==> src/rtl/isa_pkg.sv <==
// Shared ISA definitions: opcode constants and decode-sequencer state encoding.
// Imported by the instruction sequencer and, later, by the control unit.
package isa_pkg;

   localparam int unsigned OP_W = 5;

   typedef logic [OP_W-1:0] opcode_t;

   localparam opcode_t OP_NOP   = 5'b00000;
   localparam opcode_t OP_LDM   = 5'b10001;
   localparam opcode_t OP_CALL  = 5'b11000;
   localparam opcode_t OP_CALL2 = 5'b11001;
   localparam opcode_t OP_RET   = 5'b11010;
   localparam opcode_t OP_RET2  = 5'b11011;
   localparam opcode_t OP_RTI   = 5'b11100;
   localparam opcode_t OP_RTI2  = 5'b11101;
   localparam opcode_t OP_INT1  = 5'b11110;
   localparam opcode_t OP_INT2  = 5'b11111;

   typedef enum logic [2:0] {
      S_NORM   = 3'd0,
      S_CALL2  = 3'd1,
      S_RET2   = 3'd2,
      S_RTI2   = 3'd3,
      S_LDMIMM = 3'd4,
      S_INT2   = 3'd5
   } seq_state_t;

endpackage

==> src/rtl/instr_sequencer.sv <==
// Decode-stage front end between the fetch buffer and the control unit.
// Expands CALL/RET/RTI into two opcodes, tags the LDM immediate word, injects
// the two-cycle interrupt sequence and turns stalls/flushes into bubbles.
// Ports:
//   clk, rst_n                 clock, synchronous active-low reset
//   fetch_opcode, fetch_valid  currently fetched word
//   stall, flush, int_req      hazard hold, branch discard, interrupt pulse
//   dec_opcode, make_bubble    registered opcode / bubble to control unit
//   imm_cycle, int_ack         registered LDM-immediate flag / interrupt ack
//   pc_hold                    combinational PC hold back to fetch
//   busy                       FSM is mid-sequence
module instr_sequencer
   import isa_pkg::*;
#(
   parameter int unsigned    OP_W   = 5,
   parameter logic [OP_W-1:0] NOP_OP = '0
) (
   input  logic            clk,
   input  logic            rst_n,
   input  logic [OP_W-1:0] fetch_opcode,
   input  logic            fetch_valid,
   input  logic            stall,
   input  logic            flush,
   input  logic            int_req,
   output logic [OP_W-1:0] dec_opcode,
   output logic            make_bubble,
   output logic            imm_cycle,
   output logic            pc_hold,
   output logic            int_ack,
   output logic            busy
);

   seq_state_t      state, stateNext;
   logic            intPend, intClr;
   logic [OP_W-1:0] opNext;
   logic            bubbleNext, immNext, ackNext, pcHoldNext;
   logic            illegalOp;

   // Second-part and interrupt opcodes may only be generated internally.
   assign illegalOp = (fetch_opcode == OP_W'(OP_CALL2)) || (fetch_opcode == OP_W'(OP_RET2)) ||
                      (fetch_opcode == OP_W'(OP_RTI2))  || (fetch_opcode == OP_W'(OP_INT1)) ||
                      (fetch_opcode == OP_W'(OP_INT2));

   // Next-state and next-output decode.
   always_comb begin
      stateNext  = state;
      opNext     = NOP_OP;
      bubbleNext = 1'b1;
      immNext    = 1'b0;
      ackNext    = 1'b0;
      pcHoldNext = 1'b0;
      intClr     = 1'b0;
      if (stall) begin
         pcHoldNext = 1'b1;
      end else if (flush && (state == S_NORM || state == S_LDMIMM)) begin
         stateNext = S_NORM;
      end else begin
         case (state)
            S_NORM: begin
               if (intPend || int_req) begin
                  // Interrupt pre-empts the fetched word, which is replayed later.
                  opNext     = OP_W'(OP_INT1);
                  bubbleNext = 1'b0;
                  ackNext    = 1'b1;
                  pcHoldNext = 1'b1;
                  intClr     = 1'b1;
                  stateNext  = S_INT2;
               end else if (fetch_valid && !illegalOp) begin
                  opNext     = fetch_opcode;
                  bubbleNext = 1'b0;
                  if (fetch_opcode == OP_W'(OP_CALL)) begin
                     pcHoldNext = 1'b1;
                     stateNext  = S_CALL2;
                  end else if (fetch_opcode == OP_W'(OP_RET)) begin
                     pcHoldNext = 1'b1;
                     stateNext  = S_RET2;
                  end else if (fetch_opcode == OP_W'(OP_RTI)) begin
                     pcHoldNext = 1'b1;
                     stateNext  = S_RTI2;
                  end else if (fetch_opcode == OP_W'(OP_LDM)) begin
                     stateNext  = S_LDMIMM;
                  end
               end
            end
            S_CALL2, S_RET2, S_RTI2, S_INT2: begin
               bubbleNext = 1'b0;
               pcHoldNext = 1'b1;
               stateNext  = S_NORM;
               case (state)
                  S_CALL2: opNext = OP_W'(OP_CALL2);
                  S_RET2:  opNext = OP_W'(OP_RET2);
                  S_RTI2:  opNext = OP_W'(OP_RTI2);
                  default: opNext = OP_W'(OP_INT2);
               endcase
            end
            S_LDMIMM: begin
               if (fetch_valid) begin
                  bubbleNext = 1'b0;
                  immNext    = 1'b1;
                  stateNext  = S_NORM;
               end
            end
            default: stateNext = S_NORM;
         endcase
      end
   end

   assign pc_hold = rst_n & pcHoldNext;
   assign busy    = (state != S_NORM);

   // State, pending-interrupt and registered outputs.
   always_ff @(posedge clk) begin
      if (!rst_n) begin
         state       <= S_NORM;
         intPend     <= 1'b0;
         dec_opcode  <= NOP_OP;
         make_bubble <= 1'b1;
         imm_cycle   <= 1'b0;
         int_ack     <= 1'b0;
      end else begin
         state       <= stateNext;
         // A new request arriving while a pending one is consumed survives.
         intPend     <= intClr ? (intPend & int_req) : (intPend | int_req);
         dec_opcode  <= opNext;
         make_bubble <= bubbleNext;
         imm_cycle   <= immNext;
         int_ack     <= ackNext;
      end
   end

endmodule

==> config.mk <==
export PLATFORM = sky130hd
export DESIGN_NAME = instr_sequencer
export DESIGN_NICKNAME = d
export VERILOG_FILES = /design/src/rtl/isa_pkg.sv /design/src/rtl/instr_sequencer.sv
export SDC_FILE = /design/constraint.sdc
export NUM_CORES = 1
export LEC_CHECK = 0
export CORE_ASPECT_RATIO = 1.4
export CORE_UTILIZATION = 32
export CTS_CLUSTER_SIZE = 10
export DETAILED_ROUTE_END_ITERATION = 8
export PLACE_DENSITY_LB_ADDON = 0.12
export SLEW_MARGIN = 25
export SYNTH_ARGS = -nofsm -noshare
export SYNTH_HDL_FRONTEND = slang
export SYNTH_SLANG_ARGS = --single-unit
==> constraint.sdc <==
create_clock -name clk -period 3.05 [get_ports clk]
set_input_delay 0.915 -clock clk [delete_from_list [all_inputs] [get_ports clk]]
set_output_delay 0.915 -clock clk [all_outputs]
set_load 0.01 [all_outputs]
* Word-level counts from Yosys, hierarchy flattened
Cells that the tools add are included.
** Storage, ports and cells
- Input bits :: 11
- Output and inout port bits :: 10
- Bits in registers :: 12
** Operators by class
- Equal/unequal tests :: 17
- Bitwise operators :: 6
- Reduce and logical (&&, ||, !) cells :: 15
- Multiplexer cells :: 31
** Operators with widths (count)
- $eq A5 B5 Y1 const B :: 9
- $mux W3 :: 8
- $mux W1 :: 16
- $mux W5 :: 2
- $pmux W5 S2 :: 1
- $pmux W3 S3 :: 1
- $reduce_or A4 Y1 :: 2
- $ne A7 B1 Y1 const B :: 1
- $eq A3 B2 Y1 const B :: 2
- $eq A3 B3 Y1 const B :: 2
- $logic_or A1 B1 Y1 :: 6
- $pmux W3 S2 :: 1
- $ne A4 B1 Y1 const B :: 1
- $reduce_and A4 Y1 :: 1
- $eq A3 B1 Y1 const B :: 1
- $logic_not A3 Y1 :: 1
- $ne A3 B2 Y1 const B :: 1
- $not A1 Y1 :: 3
- $pmux W1 S3 :: 1
- $reduce_bool A3 Y1 :: 1
- $reduce_or A3 Y1 :: 1
- $and A1 B1 Y1 :: 2
- $logic_and A1 B1 Y1 :: 2
- $pmux W1 S2 :: 1
- 2 further kinds :: 2

* Depth between registers and ports, before layout
Gate-level depths: netlist of the first run.
- Word-level depth :: 13
- Mapped depth :: 5

* Worst setup path after synthesis of the first run
No wires, ideal clock.
- Path type :: input to output
- Start point :: input fetch_opcode[4]
- End point :: output pc_hold
- Arrival time :: 1.591 ns
- Required time :: 2.135 ns
- Cell stages on the path :: 4
- Setup slack :: 0.544 ns
- Path through :: and3b_1 > a311oi_1 > o21ai_0 > and3_1
** On the way
- Word-level cells in the longest chain between the ends :: 13
** RTL lines
- start: declaration :: RTL line instr_sequencer.sv:20 : input logic [OP_W-1:0] fetch_opcode,
- $eq A5 B5 Y1 :: RTL line instr_sequencer.sv:40 : assign illegalOp = (fetch_opcode == OP_W'(OP_CALL2)) || (fetch_opcode == OP_W'(OP_RET2)) ||
- $logic_or A1 B1 Y1 (2 in a row) :: RTL line instr_sequencer.sv:40
- $logic_or A1 B1 Y1 (2 in a row) :: RTL line instr_sequencer.sv:41 : (fetch_opcode == OP_W'(OP_RTI2)) || (fetch_opcode == OP_W'(OP_INT1)) ||
- $logic_not A1 Y1 :: RTL line instr_sequencer.sv:68 : end else if (fetch_valid && !illegalOp) begin
- $logic_and A1 B1 Y1 :: RTL line instr_sequencer.sv:68
- $mux W1 (*) :: RTL line instr_sequencer.sv:68
- $mux W1 (*) :: RTL line instr_sequencer.sv:60 : if (intPend || int_req) begin
- $pmux W1 S2 (*) :: RTL line instr_sequencer.sv:58 : case (state)
- $mux W1 (*) :: RTL line instr_sequencer.sv:55 : end else if (flush && (state == S_NORM || state == S_LDMIMM)) begin
- $mux W1 (*) :: RTL line instr_sequencer.sv:53 : if (stall) begin
- $and A1 B1 Y1 (*) :: RTL line instr_sequencer.sv:108 : assign pc_hold = rst_n & pcHoldNext;
- end: declaration :: RTL line instr_sequencer.sv:28 : output logic pc_hold,
Mark *: on every way between the ends. The rest lies on a longest branch, timed or not.

* Worst setup path in the final report of the first run
- Start point :: input fetch_opcode[3]
- End point :: output pc_hold
The elaborated chain is that of the path after synthesis.

==> flow_summary.json, run 1 <==
{
  "fp-row-count": 19,
  "fin_crit_ns": 2.897,
  "crit_chain": "dlygate4sd2_1 -> and3b_2 -> a311oi_2 -> o21ai_1 -> and3_1 -> buf_2",
  "p_total_uw": 399.6,
  "final_layout_size_suffix_gt1_share_pct": 22.41,
  "grt_max_degree": 17,
  "power-per-cell-area_nw_per_um2": 388.1,
  "min_period_over_period_pct": 94.99,
  "use_met2_pct": 28.35,
  "gr-usage-met1_pct": 17.70,
  "yosysWarnings": 0,
  "vias_per_cell": 5.241,
  "die-area_sq_um": 2387,
  "synth_area_sq_um": 701.9,
  "path_class": "in -> out",
  "setup_viol": 0,
  "cp_top_family": "buffers and inverters",
  "busiest_layer": "met2",
  "worst_setup_path_start_kind": "input pin",
  "wire_per_inst_um": 12.36,
  "required_ns": 2.13,
  "leakage_nw": 0.4351,
  "final_core_util_pct": 50.96,
  "globalplace.congestion": 0.7663,
  "core_sq_um": 2021,
  "finClkSkew_ns": 0.006553,
  "critPathSlowestCell": "a311oi_2",
  "final_common_cell": "clkdlybuf4s50_1",
  "synth_nets": 95,
  "worst_setup_path_end_kind": "primary output",
  "drtIter0Drc": 11,
  "synthTopCellsByArea": "dfxtp_1, nor2_1, nand3b_1",
  "fmax_ghz": 0.3452,
  "path_max_fanout": 2,
  "slowest_delay_ns": 0.26,
  "netlist_instances": 84,
  "synth.distinct_cells": 36,
  "status": "completed",
  "hpwl_um": 1338,
  "yosysTopAreaCell": "dfxtp_1",
  "avgSynthCellArea_sq_um": 8.356,
  "post_cts_buffers": 0,
  "antenna_found_initial": 0,
  "dieWidth_um": 41.58,
  "final_cell_mix": "clkdlybuf4s50_1, buf_4, dfxtp_1",
  "pre_cts_ws_ns": -0.5185,
  "synth.top_cell.area_share_pct": 34.22,
  "cts_tree": "yes",
  "whs_ns": 0.6491,
  "hold_class": "reg -> reg",
  "maxCapViolCount": 0,
  "peakVddDrop_v": 0.0002467,
  "num-fill-cells": 198,
  "slew_headroom_pct": 65.48,
  "rsz0062_at_grt": "false",
  "synth-main-ff-cell": "dfxtp_1",
  "clock_latency_ns": 0.28,
  "cts_hold_buf": 0,
  "drc": 0,
  "initial_core_util_pct": 34.74,
  "grt_overflow": 0,
  "ys_ff_latch": 12,
  "cts_buffers": 3,
  "wirelength_um": 1694,
  "grtUsageMet3_pct": 2.848,
  "cts_sinks": 12,
  "vias": 718,
  "htreeDepth": 1,
  "async_flop_share_pct": 0,
  "grt_pass1_wl_um": 2953,
  "hold_viol": 0,
  "antenna_cells": 0,
  "synth-edff-count": 0,
  "worst_slack_ns": 0.1528,
  "final_nets": 128,
  "worstPathArrival_ns": 1.98,
  "ant_nets": 0,
  "clkTransAtPathRegs_ns": 0.08,
  "track_usage_pct": 16.30,
  "cts_buffer_depth": 2,
  "tightest_slew_ns": 0.5170,
  "portBuffers": 20,
  "io_pins": 21,
  "critical_path_buf_inv_count": 2,
  "clockRootBuffer": "clkbuf_4",
  "slew_viol_final": 0,
  "syn2layout_area_growth_pct": 46.70,
  "drt_pre_antenna_iters": 4,
  "die_y_um": 57.42,
  "ys_seq_area_share_pct": 34.22,
  "grt_pass1_vias": 702
}
-- registers in the layout (all words and copies together), names as in the netlist --
name,flops
make_bubble,1
state,3
int_ack,1
dec_opcode,5
imm_cycle,1
intPend,1
-- stage by stage --
| stage | instance area (sq um) | setup TNS [ns] | instances |
|---|---|---|---|
| after floorplan | 701.9 | 0 | 84 |
| after global placement | 989.7 | -0.5083 | 133 |
| after detailed placement | 989.7 | -0.5185 | 133 |
| after CTS | 1025 | 0 | 137 |
| after global routing | 1030 | 0 | 137 |
| final | 1030 | 0 | 137 |
-- cell usage after synthesis (all sizes together), types with 2 or more instances --
cell type   n
nor2       10
o21ai       2
inv         3
o31ai       2
a21o        2
nand3       3
a21oi       6
dfxtp      12
buf         4
or3         2
nand3b      4
nor3        3
a31oi       2
o211ai      4
nor4        2
nand2       7
-- area by class of cell --
cell class	instances	area, sq um	share of cell area [%]
inverter	3	11.26	1.094
timing repair buffer	33	294.0	28.55
sequential	12	240.2	23.33
multi-input combinational	64	421.7	40.95
tap	21	26.28	2.552
clock buffer	4	36.28	3.524
-- path summary, 6_finish.rpt --
check | to | depth (start not counted) | slack (ns) | start
worst min register to register | make_bubble | 1 | 0.65 | state[1]
worst max register to register | intPend | 5 | 1.52 | state[1]
worst min-delay path | make_bubble | 1 | 0.65 | state[1]
worst max-delay path | pc_hold | 6 | 0.15 | fetch_opcode[3]
-- cell families (layout without fill, tap and decap cells) --
kind of cell	after synthesis	in the layout	share of synthesized area, %
flip-flops	12	12	34.22
buffers and inverters	8	40	6.773
AO/OA/AOI/OAI	26	26	26.56
adder cells (fa/ha/maj)	1	1	1.604
multiplexers	1	1	1.604
AND/OR/NAND/NOR	35	35	27.99
XOR/XNOR	1	1	1.248
-- metal layers --
metal	up-vias	wire, um
li1	376	-
met1	323	760
met5	-	0
met2	14	841
met3	5	40
met4	0	52
-- what timing repair did --
item,4_1_cts,5_1_grt
setup endpoints to repair,1,1
resized for setup,10,2
pin swaps,4,2
-- where the power goes --
part | switching [mW] | internal [mW] | total [mW]
Sequential | 0.00691 | 0.164 | 0.170
Combinational | 0.0445 | 0.0541 | 0.0987
Clock | 0.0578 | 0.0727 | 0.130
Total | 0.109 | 0.290 | 0.400
Power figures use the tool's default switching activity.
==> run 2: changes to the inputs <==
==> constraint.sdc (replaced) <==
create_clock -name clk -period 3.7 [get_ports clk]
set_input_delay 1.11 -clock clk [delete_from_list [all_inputs] [get_ports clk]]
set_output_delay 1.11 -clock clk [all_outputs]
set_load 0.01 [all_outputs]
==> run 2 against run 1 <==
Compared with the run above: total power fell by 17%; non-clock buffer count fell by 2; global-route usage fell by 0.57 points; die area did not move; core utilization fell by 0.56 points; clock power fell by 17%; via count rose by 5.2%; routed wire length rose by 1.4%; final cell count fell by 1.5%; sequential power fell by 16%; largest cell class unchanged; largest power group unchanged.
==> flow_summary.json, run 2 (synthesized netlist as in run 1, its figures left out) <==
{
  "status": "completed",
  "initial_core_util_pct": 34.74,
  "final_common_cell": "clkdlybuf4s50_1",
  "final_cell_mix": "clkdlybuf4s50_1, dfxtp_1, buf_4",
  "wl_met1_um": 736,
  "largest_reg_flops": 5,
  "peakVddDrop_v": 0.0001762,
  "path_class": "in -> out",
  "drtIter0Drc": 12,
  "whs_ns": 0.6450,
  "worst_setup_path_end_kind": "primary output",
  "dieWidth_um": 41.58,
  "grt_max_degree": 17,
  "post_cts_buffers": 0,
  "dr.max_layer_used": "met4",
  "finClkSkew_ns": 0.005087,
  "cts_tree": "yes",
  "timing.reg2reg.setup_slack_ns": 2.20,
  "final_layout_size_suffix_gt1_share_pct": 20.18,
  "leakage_nw": 0.4020,
  "wl_met2_um": 876,
  "track_usage_pct": 15.72,
  "cts_buffer_depth": 2,
  "reg.largest.list": "dec_opcode x5, state x3",
  "rsz0062_at_grt": "false",
  "portBuffers": 20,
  "globalplace.congestion": 0.7679,
  "slew_headroom_pct": 63.95,
  "ant_nets": 0,
  "hpwl_um": 1317,
  "antenna_cells": 0,
  "cts_buffers": 3,
  "grt_overflow": 0,
  "critPathSlowestCell": "clkdlybuf4s50_1",
  "wirelength_um": 1717,
  "fin_crit_ns": 3.665,
  "die-area_sq_um": 2387,
  "grt_pass1_vias": 641,
  "placedCellCount": 131,
  "drc": 0,
  "wire_per_inst_um": 12.72,
  "vias_per_cell": 5.593,
  "top_register": "dec_opcode",
  "hold_class": "reg -> reg",
  "vias": 755,
  "met3_length_um": 64,
  "die_y_um": 57.42,
  "syn2layout_area_growth_pct": 45.10,
  "clkTransAtPathRegs_ns": 0.08,
  "maxCapViolCount": 0,
  "grt_pass1_wl_um": 2898,
  "tightest_slew_ns": 0.5400,
  "hold_viol": 0,
  "fin_area_sq_um": 1018,
  "fp-row-count": 19,
  "antenna_found_initial": 0,
  "power-per-cell-area_nw_per_um2": 325.5,
  "drt_pre_antenna_iters": 4,
  "crit_chain": "clkdlybuf4s50_1 -> and3b_2 -> a311oi_2 -> o21ai_1 -> and3_1 -> clkdlybuf4s15_1",
  "num-fill-cells": 191,
  "core_sq_um": 2021,
  "required_ns": 2.59,
  "slowest_delay_ns": 0.47,
  "clock_latency_ns": 0.28,
  "setup_viol": 0,
  "io_pins": 21,
  "worstPathArrival_ns": 2.56,
  "worst_setup_path_start_kind": "input pin",
  "final_nets": 126,
  "final.setup.tns_ns": 0,
  "cts_sinks": 12,
  "min_period_over_period_pct": 99.06,
  "path_max_fanout": 2,
  "placed_cell_area_sq_um": 974.7,
  "fmax_ghz": 0.2728,
  "htreeDepth": 1,
  "clockRootBuffer": "clkbuf_4",
  "stdcell_count": 135,
  "slew_viol_final": 0
}
## run 2: power by group
group | switching (mW) | internal, mW
combinational | 0.0358 | 0.0458
clock | 0.0477 | 0.0599
sequential | 0.00745 | 0.135
total | 0.0909 | 0.241
## run 2: final cells by class
cell class | instances | area, sq um | area share [%]
inverters | 3 | 11.26 | 1.106
repair buffers | 31 | 282.8 | 27.76
clock buffers | 4 | 36.28 | 3.563
well taps | 21 | 26.28 | 2.580
flip-flops and latches | 12 | 240.2 | 23.59
multi-input cells | 64 | 421.7 | 41.40
## run 2: worst paths after layout
kind	start	endpoint	cells past startpoint
max	fetch_opcode[0]	pc_hold	6
min	state[0]	state[0]	2
max reg2reg	state[1]	intPend	4
min reg2reg	state[0]	state[0]	2
## run 2: through the flow
| stage | utilization, % | setup slack (ns) | power [mW] |
|---|---|---|---|
| 4_1_cts | 50.28 | 0.01173 | 0.3319 |
| 2_1_floorplan | - | 0.8043 | 0.1853 |
| 3_5_place_dp | 48.24 | -0.2462 | 0.2257 |
| 3_3_place_gp | 48.24 | -0.2454 | 0.2253 |
| 5_1_grt | 50.40 | 0.007040 | 0.3448 |
| 6_report | 50.40 | 0.03469 | 0.3315 |
## run 2: layer usage
layer	vias up	track usage (%)
met5	-	0
met4	0	8.295
li1	373	-
met3	5	2.848
met1	355	18.52
met2	22	26.79
## run 2: critical path: cells and delay by family
kind                   cells  cell delay, ns
AO/OA/AOI/OAI              2            0.37
buffers and inverters      2            0.69
AND/OR/NAND/NOR            2            0.38
## run 2: timing repair
action                                  CTS  global route
endpoints found under the setup margin    1             1
gates cloned                              0             0
resized for setup                         2             3
pin swaps                                 0             1
hold buffers                              0             0
